[src/rtl/soc_io_if.sv]
// Core data-bus and data-memory side signals shared by the core, soc_io and dmem.
// Pure wiring: no latency, no backpressure.
interface soc_io_if;
  logic        we;
  logic [3:0]  byteEnable;
  logic [31:0] a;
  logic [31:0] wd;
  logic [31:0] rd;
  logic        dmem_we;
  logic [31:0] dmem_rd;

  modport master (
    output we, byteEnable, a, wd, dmem_rd,
    input  rd, dmem_we
  );

  modport slave (
    input  we, byteEnable, a, wd, dmem_rd,
    output rd, dmem_we
  );
endinterface

[src/rtl/soc_io.sv]
// Memory-mapped I/O block: LED, free-running cycle counter and compare timer with irq.
// Reads are combinational, writes land on the next rising edge; never stalls the core.
module soc_io #(
  parameter logic [31:0] IO_BASE   = 32'hFFFF_0000,
  parameter int          LED_W     = 4,
  parameter logic [31:0] RESET_LED = 32'h0
) (
  input  logic             clk,
  input  logic             reset,
  soc_io_if.slave          bus,
  output logic [LED_W-1:0] led,
  output logic             irq
);

  typedef struct packed {
    logic irqen;
    logic match;
    logic reload;
    logic en;
  } ctrl_t;

  localparam logic [5:0] OFF_LED  = 6'h00;
  localparam logic [5:0] OFF_CYC  = 6'h01;
  localparam logic [5:0] OFF_CMP  = 6'h02;
  localparam logic [5:0] OFF_CNT  = 6'h03;
  localparam logic [5:0] OFF_CTRL = 6'h04;

  logic [LED_W-1:0] led_q;
  logic [31:0]      cycle_q;
  logic [31:0]      cmp_q;
  logic [31:0]      cnt_q, cnt_n;
  ctrl_t            ctrl_q, ctrl_n;

  logic       io_sel;
  logic [5:0] off;
  logic       wr_io;
  logic       match_evt;
  logic       unused_addr;

  function automatic logic [31:0] merge(input logic [31:0] old_v,
                                        input logic [31:0] new_v,
                                        input logic [3:0]  be);
    logic [31:0] res;
    for (int i = 0; i < 4; i++)
      res[8*i +: 8] = be[i] ? new_v[8*i +: 8] : old_v[8*i +: 8];
    return res;
  endfunction

  assign io_sel      = (bus.a[31:8] == IO_BASE[31:8]);
  assign off         = bus.a[7:2];
  assign wr_io       = bus.we & io_sel;
  assign bus.dmem_we = bus.we & ~io_sel;
  assign unused_addr = ^bus.a[1:0];

  assign match_evt = ctrl_q.en && (cnt_q == cmp_q);

  // Hardware timer update first, then software bytes override on top of it.
  always_comb begin
    ctrl_n = ctrl_q;
    cnt_n  = cnt_q;
    if (match_evt) begin
      ctrl_n.match = 1'b1;
      if (ctrl_q.reload) cnt_n = 32'h0;
      else               ctrl_n.en = 1'b0;
    end else if (ctrl_q.en) begin
      cnt_n = cnt_q + 32'h1;
    end
    if (wr_io && off == OFF_CTRL && bus.byteEnable[0]) begin
      ctrl_n.en     = bus.wd[0];
      ctrl_n.reload = bus.wd[1];
      ctrl_n.irqen  = bus.wd[3];
      if (bus.wd[2] && !match_evt) ctrl_n.match = 1'b0;
    end
    if (wr_io && off == OFF_CNT)
      cnt_n = merge(cnt_n, bus.wd, bus.byteEnable);
  end

  always_ff @(posedge clk) begin
    if (reset) begin
      led_q   <= RESET_LED[LED_W-1:0];
      cycle_q <= 32'h0;
      cmp_q   <= 32'h0;
      cnt_q   <= 32'h0;
      ctrl_q  <= '0;
    end else begin
      cycle_q <= cycle_q + 32'h1;
      cnt_q   <= cnt_n;
      ctrl_q  <= ctrl_n;
      if (wr_io && off == OFF_LED)
        led_q <= LED_W'(merge(32'(led_q), bus.wd, bus.byteEnable));
      if (wr_io && off == OFF_CMP)
        cmp_q <= merge(cmp_q, bus.wd, bus.byteEnable);
    end
  end

  always_comb begin
    bus.rd = bus.dmem_rd;
    if (io_sel) begin
      case (off)
        OFF_LED:  bus.rd = 32'(led_q);
        OFF_CYC:  bus.rd = cycle_q;
        OFF_CMP:  bus.rd = cmp_q;
        OFF_CNT:  bus.rd = cnt_q;
        OFF_CTRL: bus.rd = {28'h0, ctrl_q};
        default:  bus.rd = 32'h0;
      endcase
    end
  end

  assign led = led_q;
  assign irq = ctrl_q.match & ctrl_q.irqen;

endmodule

[src/flat_wrapper.sv]
// flat-port wrapper written by rule: the top's interface ports become plain ports
module soc_io_flat 
#(
  parameter logic [31:0] IO_BASE   = 32'hFFFF_0000,
  parameter int          LED_W     = 4,
  parameter logic [31:0] RESET_LED = 32'h0
)
  (clk, reset, led, irq, bus_we, bus_byteEnable, bus_a, bus_wd, bus_dmem_rd, bus_rd, bus_dmem_we);
  soc_io_if bus_i ();
  input  logic clk;
  input  logic reset;
  output logic [LED_W-1:0] led;
  output logic irq;
  input wire logic [$bits(bus_i.we)-1:0] bus_we;
  input wire logic [$bits(bus_i.byteEnable)-1:0] bus_byteEnable;
  input wire logic [$bits(bus_i.a)-1:0] bus_a;
  input wire logic [$bits(bus_i.wd)-1:0] bus_wd;
  input wire logic [$bits(bus_i.dmem_rd)-1:0] bus_dmem_rd;
  output wire logic [$bits(bus_i.rd)-1:0] bus_rd;
  output wire logic [$bits(bus_i.dmem_we)-1:0] bus_dmem_we;
  assign bus_i.we = bus_we;
  assign bus_i.byteEnable = bus_byteEnable;
  assign bus_i.a = bus_a;
  assign bus_i.wd = bus_wd;
  assign bus_i.dmem_rd = bus_dmem_rd;
  assign bus_rd = bus_i.rd;
  assign bus_dmem_we = bus_i.dmem_we;
  soc_io #(.IO_BASE(IO_BASE), .LED_W(LED_W), .RESET_LED(RESET_LED)) u_core (.clk(clk), .reset(reset), .bus(bus_i), .led(led), .irq(irq));
endmodule
[config.mk]
export PLATFORM = sky130hd
export DESIGN_NAME = soc_io_flat
export DESIGN_NICKNAME = d
export VERILOG_FILES = /design/src/rtl/soc_io_if.sv /design/src/rtl/soc_io.sv /design/src/flat_wrapper.sv
export SDC_FILE = /design/constraint.sdc
export NUM_CORES = 1
export LEC_CHECK = 0
export ABC_CLOCK_PERIOD_IN_PS = 2800
export CORE_AREA = 2 2 125 127
export CTS_BUF_LIST = sky130_fd_sc_hd__clkbuf_4 sky130_fd_sc_hd__clkbuf_8
export DETAILED_ROUTE_END_ITERATION = 6
export DIE_AREA = 0 0 127 129
export PLACE_DENSITY = 0.71
export SKIP_LAST_GASP = 1
export SYNTH_ARGS = -nofsm -noshare
export SYNTH_HDL_FRONTEND = slang
export SYNTH_SLANG_ARGS = --single-unit
[constraint.sdc]
create_clock -name clk -period 2.8 [get_ports clk]
set_input_delay 0.42 -clock clk [delete_from_list [all_inputs] [get_ports clk]]
set_output_delay 0.42 -clock clk [all_outputs]
set_load 0.03 [all_outputs]
Word-level counts from Yosys, hierarchy flattened
Index checks and enable logic that the tools add are counted.
- add/sub/neg operators: 2
- equal/unequal tests: 7
- muxes and demuxes: 15
- bitwise logic cells: 4
- reductions and logical operators: 16
- operator list (operator ; count):
    $mux W32 ; 5
    $pmux W32 S5 ; 1
    $add A32 B1 Y32 const B ; 2
    $eq A32 B32 Y1 ; 1
    $mux W8 ; 4
    $eq A24 B24 Y1 const B ; 1
    $eq A6 B2 Y1 const B ; 2
    $reduce_and A2 Y1 ; 6
    $logic_and A1 B1 Y1 ; 7
    $eq A6 B1 Y1 const B ; 1
    $eq A6 B3 Y1 const B ; 1
    $logic_not A6 Y1 ; 1
    $mux W1 ; 4
    $and A1 B1 Y1 ; 3
    $mux W3 ; 1
    $ne A2 B2 Y1 const B ; 1
    $reduce_bool A2 Y1 ; 1
    $logic_not A1 Y1 ; 1
    $not A1 Y1 ; 1
- register bits: 104
- input port bits: 103
- output and inout bits: 38
- word-level logic and storage cells: 55

Depth between registers and ports, before layout
- word-level depth: 6
- depth in mapped cells: 8
- gate-level depth less buffers: 7

Worst setup path after synthesis
OpenSTA, ideal clock, no wires.
- kind: input -> output
- from: input bus_a[4]
- to: output bus_rd[11]
- arrival: 2494 ps
- data required time: 2380 ps
- setup slack: -114 ps
- cell stages on the path: 7
- buffers on the path: 2
- path through: nor4_1 > nand2b_1 > nor2_2 > buf_2 > buf_2 > a21oi_1 > o21ai_0
- word-level cells in the longest chain between the ends: 3
- elaborated cells between the ends (all ways): 7
- those cells by class: eq/ne (4); mux (2); reduce/logical (1)
- ends and longest elaborated chain (what ; RTL line ; RTL):
    start, declared ; flat_wrapper.sv:16 ; input wire logic [$bits(bus_i.a)-1:0] bus_a;
    $eq A6 B3 Y1 (tied with other cells) ; soc_io.sv:99 ; case (off)
    $pmux W32 S5 (*) ; soc_io.sv:99 ;
    $mux W32 (*) ; soc_io.sv:98 ; if (io_sel) begin
    end, declared ; flat_wrapper.sv:19 ; output wire logic [$bits(bus_i.rd)-1:0] bus_rd;
Every way passes the cells marked *; elsewhere a longest branch is shown, timed or not.

Final worst setup path
- from: input bus_a[27]
- to: output bus_rd[2]
- word-level cells in the longest chain between the ends: 2
- ends and longest elaborated chain (what ; RTL line ; RTL):
    $eq A24 B24 Y1 ; soc_io.sv:49 ; assign io_sel = (bus.a[31:8] == IO_BASE[31:8]);
    $mux W32 ; soc_io.sv:98 ;
Every way passes these cells.

==> flow_summary.ini <==
[worst_hold_path]
hp-class = reg2reg
holdPathStages = 1
worstHoldStart = u_core.cycle_q[0]$_SDFF_PP0_

[clock_tree]
cts_num_sinks = 104
cts_hold_buf = 0
h-tree-depth = 3
clk_pin_slew_ps = 90
insertion_delay_ps = 400
cts-root-buf = clkbuf_8
cts_buffer_depth = 2
cts_made_buffers = 9
cts_tree = yes

[timing]
slew_headroom_pct = 37.5
fin_skew_ps = 14.1
postLayoutSetupSlackWorst_ps = 54.6
period_share_pct = 98.0
slew_violations = 0
setup_viol = 0
fin_crit_ps = 2750
worst_pin_slew_ps = 937
rsz0062_at_grt = no
holdWs_ps = 507
max_freq_mhz = 364
hold_viol_final = 0

[worst_setup_path]
cp-startpoint = bus_a[27]
cp.required_ps = 2380
critical_path.startpoint_type = input port
crit_fanout = 6
crit_type = in2out
r2r-start = u_core.cnt_q[27]$_SDFF_PP0_
cp-end-kind = primary output
reg2reg_depth = 8
arrival_ps = 2330

[synthesis]
avgSynthCellArea_um2 = 7.87
synth_area_leader_cell = dfxtp_1
syn_nets = 952
synth_top_family_by_area = simple AND/OR/NAND/NOR gates
synthSimpleGateAreaFrac_pct = 27.9
synth-xor-area-share_pct = 7.75
synth_edf_count = 0
synth_top_area_share_pct = 31.2
synth.area.top_cells = dfxtp_1 (31%), mux2i_1 (11%), nor2_1 (7.8%), xor2_1 (6.6%), o21ai_0 (4.4%)
postSynthCellCount = 847
ys.flop_type = dfxtp_1
synth_compound_area_share_pct = 16.9
synth_adder_area_share_pct = 0.375
ys_types = 64
ys_seq_area_share_pct = 31.2
synthArstFlopShare_pct = 0
syn_area_mm2 = 0.00667
synth_seq_cells = 104
synth_warnings = 0
muxShareOfSynthArea_pct = 11.1

[grt]
grt_pass1_vias = 6212
overflow = 0
grt_pass1_wl_um = 33200
antenna_found_initial = 0
grtUsageTotal_pct = 25.7
grt_max_degree = 88

[route]
viasPerCell = 5.82
dr_total_vias = 6951
wl_um = 21500
wl_per_cell_um = 18.0
drt_iter0_drc = 536
ant_nets = 0
drtPass1Iterations = 5
drc_errors = 0

[layout]
layout_commonest_cell = nor2_1
area_growth_pct = 34.3
drive_above_1_share_pct = 15.9
mostFrequentLayoutCells = nor2_1 (139), dfxtp_1 (104), clkdlybuf4s50_1 (99)
antenna_cells = 0
final_nets = 1107

[place]
portBuffers = 138
hpwl_um = 15800
gp_congestion = 0.912
dp_slack_ps = -247

[die]
core-area_mm2 = 0.0150
ios = 141
initial_core_util_pct = 44.5
num_rows = 45
fp.dieH_um = 129
die_w_um = 127
dieArea_mm2 = 0.0164

[pwr]
pwr-share-seq_pct = 51.5
switching_share_pct = 25.6
power_density_mw_per_mm2 = 323
p_int_mw = 2.15
ir_drop_mv = 0.185
p_leak_nw = 3.68
combPwrFrac_pct = 13.0
p_sw_mw = 0.739
p_clk_share_pct = 35.5

[job]
cap_viol_max_count = 0

[outcome]
outcome = finished clean
[per-stage QoR]
step / instance area, um2 / utilization [%] / total power [mW] / std cells / TNS, ps
2_1_floorplan: 6670 / - / 1.66 / 847 / -20.3
3_3_place_gp: 8480 / 56.6 / 1.88 / 1173 / -7020
3_5_place_dp: 8480 / 56.6 / 1.88 / 1173 / -8660
4_1_cts: 8710 / 58.2 / 2.89 / 1191 / -660
5_1_grt: 8950 / 59.8 / 3.00 / 1195 / 0
6_report: 8950 / 59.8 / 2.89 / 1195 / 0
[layout make-up]
type                    count  area (um2)
clock buffers              11         151
multi-input cells         670        4410
flip-flops and latches    104        2080
well taps                 188         235
fillers                  1379        6020
clock inverters             5        63.8
inverters                  11        41.3
repair buffers            206        1970
[what timing repair did]
action                     in CTS  in global routing
pin swaps                       2                 11
setup buffers                   2                  3
gates cloned                    0                  1
setup endpoints to repair      33                 31
resized for setup               3                 57
[power by group through the flow]
| stage | combinational [mW] | sequential, mW | clock (mW) |
|---|---|---|---|
| after floorplan | 0.141 | 1.52 | 0 |
| after global placement | 0.357 | 1.52 | 0 |
| after detailed placement | 0.359 | 1.52 | 0 |
| after CTS | 0.360 | 1.49 | 1.04 |
| after global routing | 0.397 | 1.49 | 1.11 |
| final | 0.375 | 1.49 | 1.03 |
[synthesized netlist by cell type (all sizes together) (8+ instances only)]
library cell / count
or3: 13
a311oi: 9
a21oi: 49
buf: 30
xnor2: 9
a211oi: 8
mux2i: 74
nor3: 10
nand2: 64
a31oi: 8
nand4: 34
nand3: 29
nor4: 16
nor2: 140
clkbuf: 32
and4: 18
inv: 11
o21ai: 61
xor2: 50
dfxtp: 104
[final timing paths]
path / endpoint / slack [ps]
worst min register to register: u_core.cycle_q[0]$_SDFF_PP0_ / 510
worst max-delay path: bus_rd[2] / 50
worst min-delay path: u_core.cycle_q[0]$_SDFF_PP0_ / 510
worst max register to register: u_core.cnt_q[16]$_SDFF_PP0_ / 280
[flip-flops by register name (all words and copies together) (netlist names)]
signal          cells
u_core.cmp_q       32
u_core.cnt_q       32
u_core.ctrl_q       4
u_core.cycle_q     32
u_core.led          4
[worst max-delay path, stage by stage]
cell,delay [ps]
clkdlybuf4s50_1,460
nand4_1,140
nor4_4,430
nand2_2,190
a2111oi_0,420
nor2_1,70
buf_4,180
[layer usage]
| metal | vias up | global-route usage, % | share of wire (%) |
|---|---|---|---|
| li1 | 3383 | - | - |
| met1 | 3238 | 35.2 | 44 |
| met2 | 287 | 40.0 | 45 |
| met3 | 43 | 4.74 | 7.6 |
| met4 | 0 | 10.5 | 2.7 |
| met5 | - | 0 | 0 |
[kinds of logic (layout without fill, tap and decap cells)]
| family | after synthesis | count (layout) |
|---|---|---|
| fa+ha+maj | 2 | 2 |
| compound gates | 180 | 180 |
| mux | 74 | 74 |
| buf+inv | 73 | 233 |
| xor+xnor | 59 | 59 |
| flops | 104 | 104 |
| simple gates | 355 | 355 |
(Power assumes the default switching activity.)
